$ cat src/rtl/res_station_mc_if.sv
// Reservation-station payload types and the dispatch/CDB/issue bus bundle.
package res_station_mc_pkg;
  localparam int unsigned PREG_W = 7;
  localparam int unsigned ROB_W  = 5;
  localparam int unsigned IMM_W  = 32;
  localparam int unsigned FU_W   = 3;

  typedef struct packed {
    logic [PREG_W-1:0] ps1;
    logic [PREG_W-1:0] ps2;
    logic [PREG_W-1:0] pd_new;
    logic [IMM_W-1:0]  imm;
    logic [FU_W-1:0]   fu;
    logic [6:0]        opcode;
    logic [2:0]        func3;
    logic [6:0]        func7;
  } rename_data_t;

  typedef struct packed {
    rename_data_t      rn;
    logic [ROB_W-1:0]  rob_idx;
  } rs_data_t;
endpackage

interface res_station_mc_if #(
  parameter int unsigned DEPTH     = 8,
  parameter int unsigned CDB_PORTS = 2
);
  import res_station_mc_pkg::*;
  localparam int unsigned CNT_W = $clog2(DEPTH) + 1;

  logic                                di_en;
  rename_data_t                        r_data;
  logic [ROB_W-1:0]                    rob_index_in;
  logic [(1 << PREG_W)-1:0]            preg_rtable;
  logic [CDB_PORTS-1:0]                cdb_valid;
  logic [CDB_PORTS-1:0][PREG_W-1:0]    cdb_tag;
  logic [ROB_W-1:0]                    rob_head;
  logic                                mispredict;
  logic [ROB_W-1:0]                    mispredict_tag;
  logic                                fu_ready;
  logic                                fu_dispatched;
  rs_data_t                            data_out;
  logic                                full;
  logic [CNT_W-1:0]                    count;

  modport master (
    output di_en, r_data, rob_index_in, preg_rtable, cdb_valid, cdb_tag,
           rob_head, mispredict, mispredict_tag, fu_ready,
    input  fu_dispatched, data_out, full, count
  );

  modport slave (
    input  di_en, r_data, rob_index_in, preg_rtable, cdb_valid, cdb_tag,
           rob_head, mispredict, mispredict_tag, fu_ready,
    output fu_dispatched, data_out, full, count
  );
endinterface

$ cat src/rtl/res_station_mc.sv
// Multi-CDB reservation station: dispatch with CDB bypass, parallel wakeup,
// oldest-ready issue by ROB age, selective flush of younger-than-branch ops.
module res_station_mc
  import res_station_mc_pkg::*;
#(
  parameter int unsigned DEPTH     = 8,
  parameter int unsigned CDB_PORTS = 2
) (
  input logic             clk,
  input logic             reset,
  res_station_mc_if.slave bus
);
  localparam int unsigned IDX_W = $clog2(DEPTH);
  localparam int unsigned CNT_W = $clog2(DEPTH) + 1;

  logic [DEPTH-1:0] valid_q, valid_d;
  logic [DEPTH-1:0] p1_rdy_q, p1_rdy_d;
  logic [DEPTH-1:0] p2_rdy_q, p2_rdy_d;
  rs_data_t         entry_q [DEPTH];
  rs_data_t         entry_d [DEPTH];
  rs_data_t         data_out_q, data_out_d;
  logic             fu_disp_q, fu_disp_d;
  logic             full_q, full_d;
  logic [CNT_W-1:0] count_q, count_d;

  logic [DEPTH-1:0] ready_c;
  logic             accept_c, issue_c;
  logic             free_found_c, sel_found_c;
  logic [IDX_W-1:0] free_idx_c, sel_idx_c;
  logic [ROB_W-1:0] sel_age_c, flush_age_c;

  // Any CDB port broadcasting this tag this cycle.
  function automatic logic cdb_hit(input logic [CDB_PORTS-1:0] v,
                                   input logic [CDB_PORTS-1:0][PREG_W-1:0] t,
                                   input logic [PREG_W-1:0] tag);
    logic hit;
    hit = 1'b0;
    for (int k = 0; k < int'(CDB_PORTS); k++) begin
      if (v[k] && (t[k] == tag)) hit = 1'b1;
    end
    return hit;
  endfunction

  // Distance from the ROB head, modulo ROB size; smaller means older.
  function automatic logic [ROB_W-1:0] age(input logic [ROB_W-1:0] idx,
                                           input logic [ROB_W-1:0] head);
    return idx - head;
  endfunction

  // Next-state: wakeup, flush, issue select, dispatch, occupancy.
  always_comb begin
    valid_d      = valid_q;
    p1_rdy_d     = p1_rdy_q;
    p2_rdy_d     = p2_rdy_q;
    entry_d      = entry_q;
    data_out_d   = data_out_q;
    fu_disp_d    = 1'b0;
    free_found_c = 1'b0;
    free_idx_c   = '0;
    sel_found_c  = 1'b0;
    sel_idx_c    = '0;
    sel_age_c    = '0;
    flush_age_c  = age(bus.mispredict_tag, bus.rob_head);
    count_d      = '0;

    ready_c  = valid_q & p1_rdy_q & p2_rdy_q;
    accept_c = bus.di_en & ~full_q & ~bus.mispredict;
    issue_c  = bus.fu_ready & ~bus.mispredict & (|ready_c);

    for (int i = 0; i < int'(DEPTH); i++) begin
      if (!valid_q[i] && !free_found_c) begin
        free_found_c = 1'b1;
        free_idx_c   = IDX_W'(i);
      end
      if (ready_c[i] && (!sel_found_c ||
          (age(entry_q[i].rob_idx, bus.rob_head) < sel_age_c))) begin
        sel_found_c = 1'b1;
        sel_idx_c   = IDX_W'(i);
        sel_age_c   = age(entry_q[i].rob_idx, bus.rob_head);
      end
      if (cdb_hit(bus.cdb_valid, bus.cdb_tag, entry_q[i].rn.ps1)) p1_rdy_d[i] = 1'b1;
      if (cdb_hit(bus.cdb_valid, bus.cdb_tag, entry_q[i].rn.ps2)) p2_rdy_d[i] = 1'b1;
      if (bus.mispredict && valid_q[i] &&
          (age(entry_q[i].rob_idx, bus.rob_head) > flush_age_c)) begin
        valid_d[i] = 1'b0;
      end
    end

    if (issue_c) begin
      valid_d[sel_idx_c] = 1'b0;
      data_out_d         = entry_q[sel_idx_c];
      fu_disp_d          = 1'b1;
    end

    // Slot choice uses registered validity, so a slot freed by issue waits a cycle.
    if (accept_c) begin
      valid_d[free_idx_c]         = 1'b1;
      entry_d[free_idx_c].rn      = bus.r_data;
      entry_d[free_idx_c].rob_idx = bus.rob_index_in;
      p1_rdy_d[free_idx_c] = bus.preg_rtable[bus.r_data.ps1] |
                             cdb_hit(bus.cdb_valid, bus.cdb_tag, bus.r_data.ps1);
      p2_rdy_d[free_idx_c] = bus.preg_rtable[bus.r_data.ps2] |
                             cdb_hit(bus.cdb_valid, bus.cdb_tag, bus.r_data.ps2);
    end

    for (int i = 0; i < int'(DEPTH); i++) begin
      count_d = count_d + CNT_W'(valid_d[i]);
    end
    full_d = (count_d == CNT_W'(DEPTH));
  end

  // State registers with asynchronous clear.
  always_ff @(posedge clk or negedge reset) begin
    if (!reset) begin
      valid_q    <= '0;
      p1_rdy_q   <= '0;
      p2_rdy_q   <= '0;
      data_out_q <= '0;
      fu_disp_q  <= 1'b0;
      full_q     <= 1'b0;
      count_q    <= '0;
      for (int i = 0; i < int'(DEPTH); i++) entry_q[i] <= '0;
    end else begin
      valid_q    <= valid_d;
      p1_rdy_q   <= p1_rdy_d;
      p2_rdy_q   <= p2_rdy_d;
      data_out_q <= data_out_d;
      fu_disp_q  <= fu_disp_d;
      full_q     <= full_d;
      count_q    <= count_d;
      for (int i = 0; i < int'(DEPTH); i++) entry_q[i] <= entry_d[i];
    end
  end

  assign bus.fu_dispatched = fu_disp_q;
  assign bus.data_out      = data_out_q;
  assign bus.full          = full_q;
  assign bus.count         = count_q;
endmodule

$ cat src/flat_wrapper.sv
// flat-port wrapper written by rule: the top's interface ports become plain ports
module res_station_mc_flat import res_station_mc_pkg::*;
#(
  parameter int unsigned DEPTH     = 8,
  parameter int unsigned CDB_PORTS = 2
)
  (clk, reset, bus_di_en, bus_r_data, bus_rob_index_in, bus_preg_rtable, bus_cdb_valid, bus_cdb_tag, bus_rob_head, bus_mispredict, bus_mispredict_tag, bus_fu_ready, bus_fu_dispatched, bus_data_out, bus_full, bus_count);
  res_station_mc_if #(.DEPTH(DEPTH), .CDB_PORTS(CDB_PORTS)) bus_i ();
  input logic clk;
  input logic reset;
  input wire logic [$bits(bus_i.di_en)-1:0] bus_di_en;
  input wire logic [$bits(bus_i.r_data)-1:0] bus_r_data;
  input wire logic [$bits(bus_i.rob_index_in)-1:0] bus_rob_index_in;
  input wire logic [$bits(bus_i.preg_rtable)-1:0] bus_preg_rtable;
  input wire logic [$bits(bus_i.cdb_valid)-1:0] bus_cdb_valid;
  input wire logic [$bits(bus_i.cdb_tag)-1:0] bus_cdb_tag;
  input wire logic [$bits(bus_i.rob_head)-1:0] bus_rob_head;
  input wire logic [$bits(bus_i.mispredict)-1:0] bus_mispredict;
  input wire logic [$bits(bus_i.mispredict_tag)-1:0] bus_mispredict_tag;
  input wire logic [$bits(bus_i.fu_ready)-1:0] bus_fu_ready;
  output wire logic [$bits(bus_i.fu_dispatched)-1:0] bus_fu_dispatched;
  output wire logic [$bits(bus_i.data_out)-1:0] bus_data_out;
  output wire logic [$bits(bus_i.full)-1:0] bus_full;
  output wire logic [$bits(bus_i.count)-1:0] bus_count;
  assign bus_i.di_en = bus_di_en;
  assign bus_i.r_data = bus_r_data;
  assign bus_i.rob_index_in = bus_rob_index_in;
  assign bus_i.preg_rtable = bus_preg_rtable;
  assign bus_i.cdb_valid = bus_cdb_valid;
  assign bus_i.cdb_tag = bus_cdb_tag;
  assign bus_i.rob_head = bus_rob_head;
  assign bus_i.mispredict = bus_mispredict;
  assign bus_i.mispredict_tag = bus_mispredict_tag;
  assign bus_i.fu_ready = bus_fu_ready;
  assign bus_fu_dispatched = bus_i.fu_dispatched;
  assign bus_data_out = bus_i.data_out;
  assign bus_full = bus_i.full;
  assign bus_count = bus_i.count;
  res_station_mc #(.DEPTH(DEPTH), .CDB_PORTS(CDB_PORTS)) u_core (.clk(clk), .reset(reset), .bus(bus_i));
endmodule
$ cat config.mk
export PLATFORM = sky130hd
export DESIGN_NAME = res_station_mc_flat
export DESIGN_NICKNAME = d
export VERILOG_FILES = /design/src/rtl/res_station_mc_if.sv /design/src/rtl/res_station_mc.sv /design/src/flat_wrapper.sv
export SDC_FILE = /design/constraint.sdc
export NUM_CORES = 2
export LEC_CHECK = 0
export CORE_ASPECT_RATIO = 0.6
export CORE_UTILIZATION = 35
export CTS_CLUSTER_SIZE = 30
export DETAILED_ROUTE_END_ITERATION = 8
export PLACE_DENSITY = 0.58
export RECOVER_POWER = 100
export SLEW_MARGIN = 20
export SYNTH_ARGS = -nofsm -noshare
export SYNTH_HDL_FRONTEND = slang
export SYNTH_SLANG_ARGS = --single-unit
$ cat constraint.sdc
create_clock -name clk -period 47.3 [get_ports clk]
set_input_delay 9.46 -clock clk [delete_from_list [all_inputs] [get_ports clk]]
set_output_delay 9.46 -clock clk [all_outputs]
set_load 0.02 [all_outputs]
### Word-level counts from Yosys, hierarchy flattened

Cells that the tools add are included.

* add/subtract/negate cells: 16
* magnitude comparators: 24
* equal/unequal tests: 37
* muxes and demuxes: 121
* bitwise operators: 15
* reduce and logical (&&, ||, !) cells: 97

Operators with widths (count)
* bitwise mux 624 bit: 2
* demux 78 bit (select 3 bit): 2
* == test 7 bit: 36
* binary-select mux 78 bit (select 3 bit): 1
* 2-to-1 mux 78 bit: 3
* 2-to-1 mux 1 bit: 83
* logical AND 1 bit: 69
* subtractor 5 bit: 9
* > comparator 5 bit: 8
* 2-to-1 mux 5 bit: 8
* less-than comparator 5 bit: 7
* 2-to-1 mux 8 bit: 4
* adder 4 x 1 -> 4 bit: 6
* AND 8 bit: 3
* 2-to-1 mux 3 bit: 8
* zero test 1 bit: 20
* bitwise mux 8 bit: 2
* less-than comparator 7 x 8 -> 1 bit, second input constant: 2
* binary-select mux 1 bit (select 7 bit): 2
* >= comparator 4 bit, second input constant: 2
* less-than comparator 3 x 4 -> 1 bit, second input constant: 2
* 2-to-1 mux 2 bit: 4
* inverter 3 -> 4 bit: 2
* inverter 8 bit: 1
* other kinds (11): 24

* register bits after elaboration: 732
* input bits: 237
* output and inout bits: 84
* logic and storage cells: 397

### Longest topological paths before layout

* depth in word-level cells: 48
* gate-level depth with buffers: 86
* gate-level depth less buffers: 82

### Least setup slack after synthesis

OpenSTA, ideal clock, no wires.

* path type: input port to flip-flop
* start: in bus_rob_head[1]
* end: reg u_core.full_q (netlist: u_core.bus.full)
* library setup time: 0.105 ns
* arrival time: 24.200 ns
* required time: 47.195 ns
* setup slack: 22.995 ns
* stages: 76
* buffers on the path: 4
* path through: inv_1 fa_1 a21o_1 a21oi_1 xnor2_1 nand2_1 ha_1 a21oi_1 o211a_4 a22o_1 clkbuf_1 mux2i_1 ha_1 a211o_1 a21oi_1 o21a_1 o31a_1 nor2_1 [... 40 more ...] a21oi_1 and3_1 o211ai_1 and2_1 o221ai_1 nand3_1 clkbuf_1 nor3_1 o21ai_0 ha_1 inv_1 fa_1 fa_1 inv_1 fa_1 fa_1 xor2_1 nor4b_1

* word-level cells in the longest chain between the ends: 47
* elaborated cells on any way between the ends: 98
* those cells by class: add/sub: 16; order compare: 17; eq/ne: 1; mux: 32; bitwise: 3; reduce/logical: 29

RTL lines
* start, declared: line flat_wrapper.sv:17 `input wire logic [$bits(bus_i.rob_head)-1:0] bus_rob_head;`
* subtractor 5 bit
* 2-to-1 mux 5 bit: line res_station_mc.sv:75 `if (ready_c[i] && (!sel_found_c ||`
* less-than comparator 5 bit: line res_station_mc.sv:76 `(age(entry_q[i].rob_idx, bus.rob_head) < sel_age_c))) begin`
* logical OR 1 bit: line res_station_mc.sv:75
* logical AND 1 bit: line res_station_mc.sv:75
* 2-to-1 mux 5 bit or 2-to-1 mux 1 bit (tied branches): line res_station_mc.sv:75
* less-than comparator 5 bit or zero test 1 bit (tied branches): line res_station_mc.sv:76, res_station_mc.sv:75
* logical OR 1 bit: line res_station_mc.sv:75
* [... 29 more ...]
* OR 8 bit (no source line)
* 2-to-1 mux 8 bit *: line res_station_mc.sv:96 `if (accept_c) begin`
* named net u_core.valid_d[1]: line res_station_mc.sv:16 `logic [DEPTH-1:0] valid_q, valid_d;`
* adder 1 x 1 -> 2 bit *: line res_station_mc.sv:107 `count_d = count_d + CNT_W'(valid_d[i]);`
* adder 4 x 1 -> 4 bit * (6 in series): line res_station_mc.sv:107
* named net u_core.count_d[2]: line res_station_mc.sv:24 `logic [CNT_W-1:0] count_q, count_d;`
* == test 4 bit *: line res_station_mc.sv:109 `full_d = (count_d == CNT_W'(DEPTH));`
* named net u_core.full_d: line res_station_mc.sv:23 `logic full_q, full_d;`
* end signal, assigned: line res_station_mc.sv:129 `full_q <= full_d;`
* end, declared: line res_station_mc.sv:23

Mark *: on every way through the listed nets, which the timed path passes. The rest lies on a longest branch.
A chain may end at the register's enable or synchronous reset.

### Worst setup path after layout

* start: in bus_rob_head[0]
* end: reg u_core.full_q (netlist: u_core.bus.full)

* word-level cells in the longest chain between the ends: 47
* elaborated cells on any way between the ends: 98
* those cells by class: add/sub: 16; order compare: 17; eq/ne: 1; mux: 32; bitwise: 3; reduce/logical: 29

RTL lines (line)
* subtractor 5 bit
* 2-to-1 mux 5 bit: res_station_mc.sv:75
* less-than comparator 5 bit: res_station_mc.sv:76
* logical OR 1 bit: res_station_mc.sv:75
* logical AND 1 bit: res_station_mc.sv:75
* 2-to-1 mux 5 bit or 2-to-1 mux 1 bit (tied branches): res_station_mc.sv:75
* less-than comparator 5 bit or zero test 1 bit (tied branches): res_station_mc.sv:76, res_station_mc.sv:75
* logical OR 1 bit: res_station_mc.sv:75
* [... 29 more ...]
* OR 8 bit (no source line)
* 2-to-1 mux 8 bit *: res_station_mc.sv:96
* adder 1 x 1 -> 2 bit: res_station_mc.sv:107
* adder 4 x 1 -> 4 bit (5 in series): res_station_mc.sv:107
* adder 4 x 1 -> 4 bit *: res_station_mc.sv:107
* named net u_core.count_d[2]: res_station_mc.sv:24
* == test 4 bit *: res_station_mc.sv:109
* named net u_core.full_d: res_station_mc.sv:23

Marks and branches as above.

==> impl_metrics.ini <==
[power]
ir_drop_mv = 0.0420
seq_power_share = 0.382
switchingPower_uw = 906
p_int_uw = 1560
switching_share = 0.367
leakagePower_uw = 0.0206
p_per_area_nw_per_um2 = 51.7
combPwrFrac = 0.364
power_frac_clock = 0.255

[layout]
multi_input_area_um2 = 21200
seq_area_um2 = 18300
final_core_util = 0.416
final_cells = 5136
syn2layout_area_growth_pct = 17.2
drive_gt1_frac = 0.250
stdcell_area_um2 = 47700
fin_nets = 3909
nFillCells = 10800

[outcome]
status = finished with violations
violations = max-capacitance violations, max-slew violations

[place]
hpwl_um = 88400
dp_cells = 5002
gp_congestion = 0.906
place_area_um2 = 45400
port_buffers = 320

[logic_synthesis]
synth.most_common_cell = dfrtp_1
yosysSeqAreaShare = 0.450
async_reset_ff_frac = 1.00
synthFlopType = dfrtp_1
yosysWarnings = 0
synth_top_area_cell = dfrtp_1
synth_cell_type_count = 72
synth_fp_nets = 3725
ys_seq_elements = 732
netlist_area_um2 = 40700
ys_top_cells_by_count = dfrtp_1, mux2_2, xnor2_1
synth_cells = 3376
synthTopCellsByArea = dfrtp_1, mux2_2, xnor2_1
synth-edff-count = 0
synth.avg_cell_area_um2 = 12.1
synth_top_area_frac = 0.450

[cts]
numCtsBuffers = 75
cts-root-buf = clkbuf_16
cts_setup_buffers = 0
clk_path_buf_depth = 3
h-tree-depth = 3
clk_pin_slew_ns = 0.06
cts_resized = 0
tritoncts = done
cts_hold_buf = 0
clk_latency_ns = 0.68
cts.sinks = 732

[route]
wire_per_inst_um = 27.4
routed_via_density = 5.93
drc = 0
dr.first_iter.drc_count = 3088
firstDrtPassIters = 6
route.vias.total = 30500
routed_wl_um = 141000
postRouteAntennaNets = 0

[floorplan]
die_h_um = 266
placementRows = 96
start_util = 0.355
core_um2 = 115000
die-area_um2 = 118000
io-pin-count = 321
die_w_um = 442

[global_routing]
first_global_vias = 30500
grt_pass1_wl_um = 211000
antenna_found_initial = 10
grt_max_degree = 173
gr-total-overflow = 0
groute.usage.overall = 0.238

[run]
max-cap-violations = 31

[setup_path]
endpoint_kind = register
criticalPathCategory = in -> reg
cp_data_required_time_ns = 47.85
cp_slowest_cell = clkbuf_1
cpPeakStageDelay_ns = 2.81
arrival_ns = 31.30
crit_fanout = 51
critPathLaunchType = primary input

[timing]
tightestPinTransition_ns = 8.84
slew_headroom = -4.89
max_freq_ghz = 0.0325
final-max-slew-violation-count = 1674
rsz0062_at_grt = false
final-hold-violation-count = 0
finalClockSkew_ns = 0.0326
final.min_clock_period_ns = 30.74
setup_viol = 0
fin_tns_setup_ns = 0
min_period_over_period = 0.650

[hold_path]
min_path_type = reg -> reg
[placed cells by master, fill, tap and decap left out, drive strengths merged, types with 82 or more instances in the layout]
master / instances
dlygate4sd3: 86
ha: 99
and3: 166
o21ai: 114
mux4: 84
xnor2: 257
dfrtp: 732
clkdlybuf4s50: 228
a211oi: 82
clkbuf: 130
mux2: 624
nor2: 136
[kinds of logic after synthesis]
logic type | share of synthesized area
buf+inv | 0.0312
xor+xnor | 0.0639
mux | 0.223
flops | 0.450
fa+ha+maj | 0.0368
simple gates | 0.0689
compound gates | 0.126
[critical path, delay by kind of cell]
family                     cells  cell delay (ns)
AOI/OAI and AO/OA             28             8.57
buffers and inverters          8             4.33
and+or+nand+nor               16             3.84
adders and majority gates     12             3.83
muxes                          2             0.83
xor gates and xnor gates       2             0.37
[registers in the layout, summed over array words and instances (netlist names)]
register	count
u_core.bus.full	1
u_core.valid_q	8
u_core.p1_rdy_q	8
u_core.bus.count	4
u_core.p2_rdy_q	8
u_core.bus.data_out	78
u_core.bus.fu_dispatched	1
u_core.entry_q	624
[power by group through the flow]
| stage | clock network, uW | logic [uW] | registers, uW |
|---|---|---|---|
| after floorplan | 0 | 568 | 931 |
| after global placement | 0 | 891 | 946 |
| after detailed placement | 0 | 900 | 948 |
| after CTS | 643 | 905 | 939 |
| after global routing | 668 | 973 | 963 |
| final | 629 | 898 | 943 |
[metal layers]
metal	vias to the layer above	wire, um	GRT usage
met5	-	119	0
met4	16	2190	0.0414
met3	165	11600	0.0624
met2	1091	56900	0.326
met1	16000	69900	0.372
li1	13200	-	-
[path summary, 6_finish.rpt]
kind,from,to,slack (ns),cells past startpoint
max,bus_rob_head[0],u_core.bus.full,16.56,68
min,u_core.entry_q[187],u_core.entry_q[187],0.49,1
max reg2reg,u_core.entry_q[546],u_core.bus.full,26.05,67
min reg2reg,u_core.entry_q[187],u_core.entry_q[187],0.49,1
max in group asynchronous,reset,u_core.entry_q[359],20.04,6
min in group asynchronous,reset,u_core.bus.count[0],10.82,1
[area by class of cell]
type                            count  area share
Inverter                           39     0.00307
Clock inverter                     28     0.00886
Clock buffer                      103      0.0445
Antenna cell                        3    0.000157
Sequential cell                   732       0.384
Multi-Input combinational cell   2320       0.444
Tap cell                         1519      0.0398
Timing Repair Buffer              392      0.0757
[stage by stage]
step | total power, uW | hold WS, ns | setup slack [ns]
CTS | 2490 | 0.498 | 20.92
global route | 2600 | 0.504 | 15.10
floorplan | 1500 | 0.471 | 23.00
detailed placement | 1850 | 0.484 | 20.27
global placement | 1840 | 0.478 | 20.28
finish | 2470 | 0.495 | 16.56
(Power assumes the default switching activity.)
